File: config.mk
export PLATFORM = sky130hd
export DESIGN_NAME = xbar_grant_ctrl
export DESIGN_NICKNAME = d
export VERILOG_FILES = /design/src/rtl/xbar_pkg.sv /design/src/rtl/xbar_grant_ctrl_rr_arbiter.sv /design/src/rtl/xbar_grant_ctrl.sv
export SDC_FILE = /design/constraint.sdc
export NUM_CORES = 1
export LEC_CHECK = 0
export ABC_AREA = 1
export CAP_MARGIN = 20
export CORE_MARGIN = 2
export CORE_UTILIZATION = 40
export CTS_BUF_LIST = sky130_fd_sc_hd__clkbuf_8
export DETAILED_ROUTE_END_ITERATION = 10
export DONT_BUFFER_PORTS = 1
export PLACE_DENSITY_LB_ADDON = 0.25
export SLEW_MARGIN = 10
export SYNTH_ARGS = -nofsm -noshare
export SYNTH_HDL_FRONTEND = slang
export SYNTH_SLANG_ARGS = --single-unit
File: constraint.sdc
create_clock -name clk -period 3 [get_ports clk]
set_clock_uncertainty 0.15 [all_clocks]
set_input_delay 0.3 -clock clk [delete_from_list [all_inputs] [get_ports clk]]
set_output_delay 0.3 -clock clk [all_outputs]
set_load 0.01 [all_outputs]
File: src/rtl/xbar_pkg.sv
`default_nettype none
// ============================================================================
// Module      : xbar_pkg
// Description : Shared types and width helpers for the crossbar grant
//               controller and its round-robin arbiter.
// Revision    : 1.0 - initial release
// ============================================================================
package xbar_pkg;

  // Per-master grant FSM: waiting for a request, or holding a packet lock
  typedef enum logic [0:0] {
    IDLE = 1'b0,
    BUSY = 1'b1
  } state_e;

  // Index width for an n-entry vector, never narrower than one bit
  function automatic int idx_width(input int n);
    return (n > 1) ? $clog2(n) : 1;
  endfunction

endpackage
`default_nettype wire

File: src/rtl/xbar_grant_ctrl_rr_arbiter.sv
`default_nettype none
// ============================================================================
// Module      : rr_arbiter
// Description : Combinational round-robin pick. Searches the request vector
//               starting one above the pointer, wrapping N-1 -> 0, and
//               returns the winner as both one-hot and index.
// Revision    : 1.0 - initial release
// ============================================================================
module rr_arbiter
  import xbar_pkg::*;
#(
  parameter  int N  = 2,
  localparam int IW = idx_width(N)
) (
  input  logic [N-1:0]  req_i,
  input  logic [IW-1:0] ptr_i,
  output logic [N-1:0]  grant_oh_o,
  output logic [IW-1:0] grant_idx_o
);

  logic [2*N-1:0] req_dbl;
  logic [N-1:0]   req_rot;
  logic [IW:0]    start;
  logic           found;
  int             sum;

  // Rotate requests so the search origin sits at bit 0, take the first set
  // bit, then map the rotated offset back to an absolute slave index.
  always_comb begin
    start       = {1'b0, ptr_i} + (IW+1)'(1);
    req_dbl     = {req_i, req_i} >> start;
    req_rot     = req_dbl[N-1:0];
    found       = 1'b0;
    sum         = 0;
    grant_idx_o = '0;
    grant_oh_o  = '0;
    for (int k = 0; k < N; k++) begin
      if (!found && req_rot[k]) begin
        found = 1'b1;
        sum   = int'(start) + k;
      end
    end
    if (sum >= N) begin
      sum = sum - N;
    end
    if (found) begin
      grant_idx_o = IW'(sum);
    end
    for (int i = 0; i < N; i++) begin
      grant_oh_o[i] = found && (grant_idx_o == IW'(i));
    end
  end

endmodule
`default_nettype wire

File: src/rtl/xbar_grant_ctrl.sv
`default_nettype none
// ============================================================================
// Module      : xbar_grant_ctrl
// Description : Packet-granular grant controller for an S x M stream
//               crossbar. Each master owns an IDLE/BUSY FSM that locks one
//               slave for a whole packet and exports the mux select m_id_o.
// Revision    : 1.0 - initial release
// ============================================================================
module xbar_grant_ctrl
  import xbar_pkg::*;
#(
  parameter  int S_DATA_COUNT = 2,
  parameter  int M_DATA_COUNT = 3,
  localparam int T_ID___WIDTH = $clog2(S_DATA_COUNT),
  localparam int T_DEST_WIDTH = $clog2(M_DATA_COUNT)
) (
  input  logic                                 clk,
  input  logic                                 rst_n,
  input  logic [S_DATA_COUNT-1:0]              s_valid_i,
  input  logic [S_DATA_COUNT*T_DEST_WIDTH-1:0] s_dest_i,
  input  logic [S_DATA_COUNT-1:0]              s_last_i,
  input  logic [M_DATA_COUNT-1:0]              m_ready_i,
  output logic [S_DATA_COUNT-1:0]              s_ready_o,
  output logic [M_DATA_COUNT-1:0]              m_valid_o,
  output logic [M_DATA_COUNT*T_ID___WIDTH-1:0] m_id_o
);

  localparam int IW = T_ID___WIDTH;
  localparam int DW = T_DEST_WIDTH;

  logic [M_DATA_COUNT-1:0] busy;
  logic [IW-1:0]           id_w [M_DATA_COUNT];
  logic [S_DATA_COUNT-1:0] locked;

  // A slave is locked while any BUSY master selects it; ready is passed
  // back only from that owning master.
  always_comb begin
    locked    = '0;
    s_ready_o = '0;
    for (int i = 0; i < S_DATA_COUNT; i++) begin
      for (int j = 0; j < M_DATA_COUNT; j++) begin
        if (busy[j] && (id_w[j] == IW'(i))) begin
          locked[i]    = 1'b1;
          s_ready_o[i] = m_ready_i[j];
        end
      end
    end
  end

  for (genvar j = 0; j < M_DATA_COUNT; j++) begin : g_master
    state_e                  state_q, state_d;
    logic [IW-1:0]           id_q, id_d;
    logic [IW-1:0]           ptr_q, ptr_d;
    logic [S_DATA_COUNT-1:0] req;
    logic [S_DATA_COUNT-1:0] grant_oh;
    logic [IW-1:0]           grant_idx;
    logic                    valid;

    // Requests: unlocked valid slaves whose destination is this master.
    // Out-of-range destinations match no master and are never granted.
    always_comb begin
      req = '0;
      for (int i = 0; i < S_DATA_COUNT; i++) begin
        req[i] = s_valid_i[i] && (s_dest_i[i*DW +: DW] == DW'(j)) && !locked[i];
      end
    end

    rr_arbiter #(
      .N (S_DATA_COUNT)
    ) u_rr (
      .req_i       (req),
      .ptr_i       (ptr_q),
      .grant_oh_o  (grant_oh),
      .grant_idx_o (grant_idx)
    );

    assign busy[j]                 = (state_q == BUSY);
    assign valid                   = busy[j] && s_valid_i[id_q];
    assign m_valid_o[j]            = valid;
    assign id_w[j]                 = id_q;
    assign m_id_o[j*IW +: IW]      = id_q;

    // Next state: grant from IDLE, release on the last transferred beat
    always_comb begin
      state_d = state_q;
      id_d    = id_q;
      ptr_d   = ptr_q;
      case (state_q)
        IDLE: begin
          if (|grant_oh) begin
            id_d    = grant_idx;
            state_d = BUSY;
          end
        end
        BUSY: begin
          if (valid && m_ready_i[j] && s_last_i[id_q]) begin
            ptr_d   = id_q;
            state_d = IDLE;
          end
        end
        default: state_d = IDLE;
      endcase
    end

    // State registers; reset pointer makes slave 0 the first winner
    always_ff @(posedge clk or negedge rst_n) begin
      if (!rst_n) begin
        state_q <= IDLE;
        id_q    <= '0;
        ptr_q   <= IW'(S_DATA_COUNT - 1);
      end else begin
        state_q <= state_d;
        id_q    <= id_d;
        ptr_q   <= ptr_d;
      end
    end
  end

endmodule
`default_nettype wire

==> reports/summary.md <==
After clock tree synthesis, the repair step resized 0 gates. For the synthesized instance count, the log shows 105. The top-level port count is 21, and the total power draw is 738.8 µW.

For the pin with the worst max-slew slack, the measured transition is 0.4348 ns. The buffer count from post-CTS setup fixing was 0; the violation count after the first detailed-route iteration was 13. The timing-limited maximum frequency is 543.2 MHz, and the worst hold slack after final layout is 0.04337 ns. For this run, the leading register cell type out of synthesis is sky130_fd_sc_hd__dfrtp_1. Endpoint type of the worst setup path: an output port. Yosys printed 0 warnings. In this run the deepest clock path goes through 2 buffers. The arrival time reported for the critical path endpoint came out at 1.39 ns.

The summed negative setup slack over all endpoints is 0 ns. The run gives 811 µm as the met1 wire length. The number of enable-type register cells in the synthesized netlist came out at 0. The depth of the most critical reg-to-reg path was 4. The min-delay analysis places its worst path in the category input pin to register. In the finished design, the share of the clock period the worst path needs comes to 61.36%.

Clock tree root buffer cell: sky130_fd_sc_hd__clkbuf_8. Tracing the worst setup path back leads to its startpoint at g_master[0].id_q$_DFFE_PN0P_. The die extent in y was 47.65 µm; the reg-to-reg setup timing slack was 1.45 ns. Counting every sink on the clock net gives 9.

The finished cells cover 803.3 µm². Before antenna repair, the detailed router went through 4 iterations. After floorplanning, the core was divided into 15 placement rows. The horizontal die dimension works out to 47.65 µm.

For the count of distinct cell types in the synthesized netlist, the log shows 22. The critical path ends at s_ready_o[1]. The run finished with clean final reports. The worst setup path is of the register to output port kind.

Number of antenna violations at the first check in global routing: 0. In the routed design, unresolved DRC markers number 0. Measured against its own limit, the worst slew margin works out to 70.92%. The clock slew at the register clock pins of the worst setup and hold paths came out at 0.05 ns. The number of slew-limit violations in the final report is 0, and the cell area reported after detailed placement is 748.2 µm². The highest metal layer carrying signal wires in the routed design is met4. The worst register-to-register path begins at g_master[0].id_q$_DFFE_PN0P_. The tools report the capture point of the worst reg-to-reg path as g_master[0].state_q$_DFF_PN0_. Routability-driven placement congestion ratio: 0.8577.

For this run, the total global-route usage over all layers was measured as 17.79%. Counting flops with an async set or reset pin after synthesis yields a share of 100.0%. For this configuration, the core starts out at a cell density of 43.19%.

The average wire length per cell after detail routing was 12.72 µm. The layout-stage area growth over the synthesis result came out at 5.419%. For the worst setup path, the data required time is 2.55 ns. The shortest clock period the worst path allows after layout came out at 1.841 ns. Summing the sequential cell areas from Yosys gives 30.05% of the chip area.

The routed design has 1641 µm of wire. The number of antenna diodes came out at 0. Setup violations remaining at the end of the flow were counted as 0.

The maximum fanout along the worst path was 7. The tools report the global-route wire length before repair as 2760 µm. The final count of hold timing violations is 0.

In this run the tool buffered the top-level ports with 0 buffer cells. STA classifies the critical path startpoint as a register. For the max-cap check violation count, the log shows 0. Dividing the detail-routed via count by the number of cells gives 5.047. The tools report the number of global-route vias before repair as 651. The logs give 0.23 ns for the clock latency reported for the late side of the worst-skew pair and 0 for the total global routing overflow.

The power per unit of standard cell area was 919.8 nW/µm². Setup repair after global routing left no endpoint under its margin. TritonCTS built the clock tree.

Of the cells placed in the final design, the portion with a size suffix greater than 1 is 25.00%. The run gives 118 as the synthesized net count. The synthesized cell area came out at 762.0 µm².

Summed over all nets, the half-perimeter wirelength after detailed placement is 1345 µm. The residual antenna-violating net count after detailed routing was 0. Fill cells in the final layout number 196. After synthesis the netlist holds a flip-flop and latch count of 9.

In the detailed route, the total length drawn on met2 is 718 µm. Average cell area after synthesis: 7.257 µm². For the leakage power figure, the log shows 0.0003907 µW.

The floorplan core area is 1764 µm², and the depth of the CTS H-tree is 1. Clock tree synthesis inserted a total of 3 buffers. The logs give 2270 µm² for the total die area and 651 for the total number of vias.

Summed over all nets, wire length on met3 after detailed routing comes to 76 µm. The worst-case IR drop observed on VDD is 0.3580 mV. Pin count of the biggest net entering global routing: 10. The run gives 118 as the final net count.
## report_power, final
part / total [µW] / switching, µW / internal [µW]
registers: 266 / 75.7 / 190
logic: 332 / 212 / 120
clock network: 141 / 51.8 / 89.5
total: 739 / 339 / 400
## worst min path at each step
stage	from	end	slack, ns	cells past startpoint
after floorplan	rst_n	g_master[0].id_q$_DFFE_PN0P_	-0.15	0
after global placement	rst_n	g_master[0].state_q$_DFF_PN0_	-0.15	0
after detailed placement	rst_n	g_master[0].state_q$_DFF_PN0_	-0.15	0
after CTS	m_ready_i[2]	g_master[2].ptr_q$_DFFE_PN1P_	0.04	2
after global routing	m_ready_i[1]	g_master[1].ptr_q$_DFFE_PN1P_	0.05	2
final	m_ready_i[2]	g_master[2].ptr_q$_DFFE_PN1P_	0.04	2
## cell usage in the layout, fill, tap and decap left out
master	netlist	final
sky130_fd_sc_hd__dlygate4sd3_1	0	1
sky130_fd_sc_hd__nor2_8	1	1
sky130_fd_sc_hd__nand3_2	2	2
sky130_fd_sc_hd__nand2_2	7	7
sky130_fd_sc_hd__nor3_1	2	2
sky130_fd_sc_hd__nand3_1	13	13
sky130_fd_sc_hd__o22ai_2	2	2
sky130_fd_sc_hd__o22ai_4	1	1
sky130_fd_sc_hd__clkbuf_8	0	3
sky130_fd_sc_hd__a21oi_1	3	3
sky130_fd_sc_hd__nand2_4	2	2
sky130_fd_sc_hd__inv_1	13	14
sky130_fd_sc_hd__nor2_1	10	10
sky130_fd_sc_hd__and2_1	3	3
sky130_fd_sc_hd__nand4_1	3	3
sky130_fd_sc_hd__o21ai_0	4	4
sky130_fd_sc_hd__dfstp_2	3	3
sky130_fd_sc_hd__nor2_2	1	1
sky130_fd_sc_hd__o211ai_1	2	2
sky130_fd_sc_hd__nand2_1	17	17
sky130_fd_sc_hd__dfrtp_1	6	6
sky130_fd_sc_hd__inv_4	1	1
sky130_fd_sc_hd__inv_2	3	3
## worst max-delay path, stage by stage, from the launching register on
cell                       delay [ns]
sky130_fd_sc_hd__dfrtp_1         0.49
sky130_fd_sc_hd__nand2_1         0.17
sky130_fd_sc_hd__o21ai_0         0.21
sky130_fd_sc_hd__o211ai_1        0.10
sky130_fd_sc_hd__o21ai_0         0.18
## metrics by stage
| step | setup slack, ns | instances | utilization (%) |
|---|---|---|---|
| 2_1_floorplan | 1.619 | 105 | - |
| 3_3_place_gp | 1.442 | 124 | 42.41 |
| 3_5_place_dp | 1.443 | 124 | 42.41 |
| 4_1_cts | 1.184 | 129 | 45.53 |
| 5_1_grt | 1.046 | 129 | 45.53 |
| 6_report | 1.159 | 129 | 45.53 |
## kinds of logic (layout without fill, tap and decap cells)
logic type | after synthesis | count (layout) | share of synthesized area (%)
simple gates | 61 | 61 | 42.86
buf+inv | 23 | 22 | 14.61
compound gates | 12 | 12 | 12.48
flops | 9 | 9 | 30.05
## routing by layer
metal / vias to the layer above / track usage (%)
met3: 5 / 3.396
met2: 24 / 27.30
met1: 289 / 23.56
li1: 333 / -
met4: 0 / 9.730
met5: - / 0
## synth_stat cells, types with 4 or more instances
| library cell | count | area [µm²] |
|---|---|---|
| sky130_fd_sc_hd__nand2_2 | 7 | 43.79 |
| sky130_fd_sc_hd__buf_4 | 6 | 45.04 |
| sky130_fd_sc_hd__o21ai_0 | 4 | 20.02 |
| sky130_fd_sc_hd__inv_1 | 13 | 48.80 |
| sky130_fd_sc_hd__nand3_1 | 13 | 65.06 |
| sky130_fd_sc_hd__nand2_1 | 17 | 63.81 |
| sky130_fd_sc_hd__nor2_1 | 10 | 37.54 |
| sky130_fd_sc_hd__dfrtp_1 | 6 | 150.1 |
## state kept, by name (all words and copies together), names as in the netlist
| name | flops |
|---|---|
| g_master.id_q | 3 |
| g_master.state_q | 3 |
| g_master.ptr_q | 3 |
## cell type report
cell class / count / area [µm²] / area share [%]
Clock buffer: 3 / 41.29 / 5.140
Clock inverter: 1 / 3.754 / 0.4673
Inverter: 17 / 66.31 / 8.255
Multi-Input combinational cell: 73 / 421.7 / 52.49
Sequential cell: 9 / 229.0 / 28.50
Tap cell: 25 / 31.28 / 3.894
Timing Repair Buffer: 1 / 10.01 / 1.246
## what timing repair did
| action | 4_1_cts | 5_1_grt |
|---|---|---|
| hold endpoints to repair | 9 | 0 |
| endpoints found under the setup margin | 0 | 0 |
| hold buffers | 1 | 0 |
No activity file was read; power rests on OpenSTA's default activity.
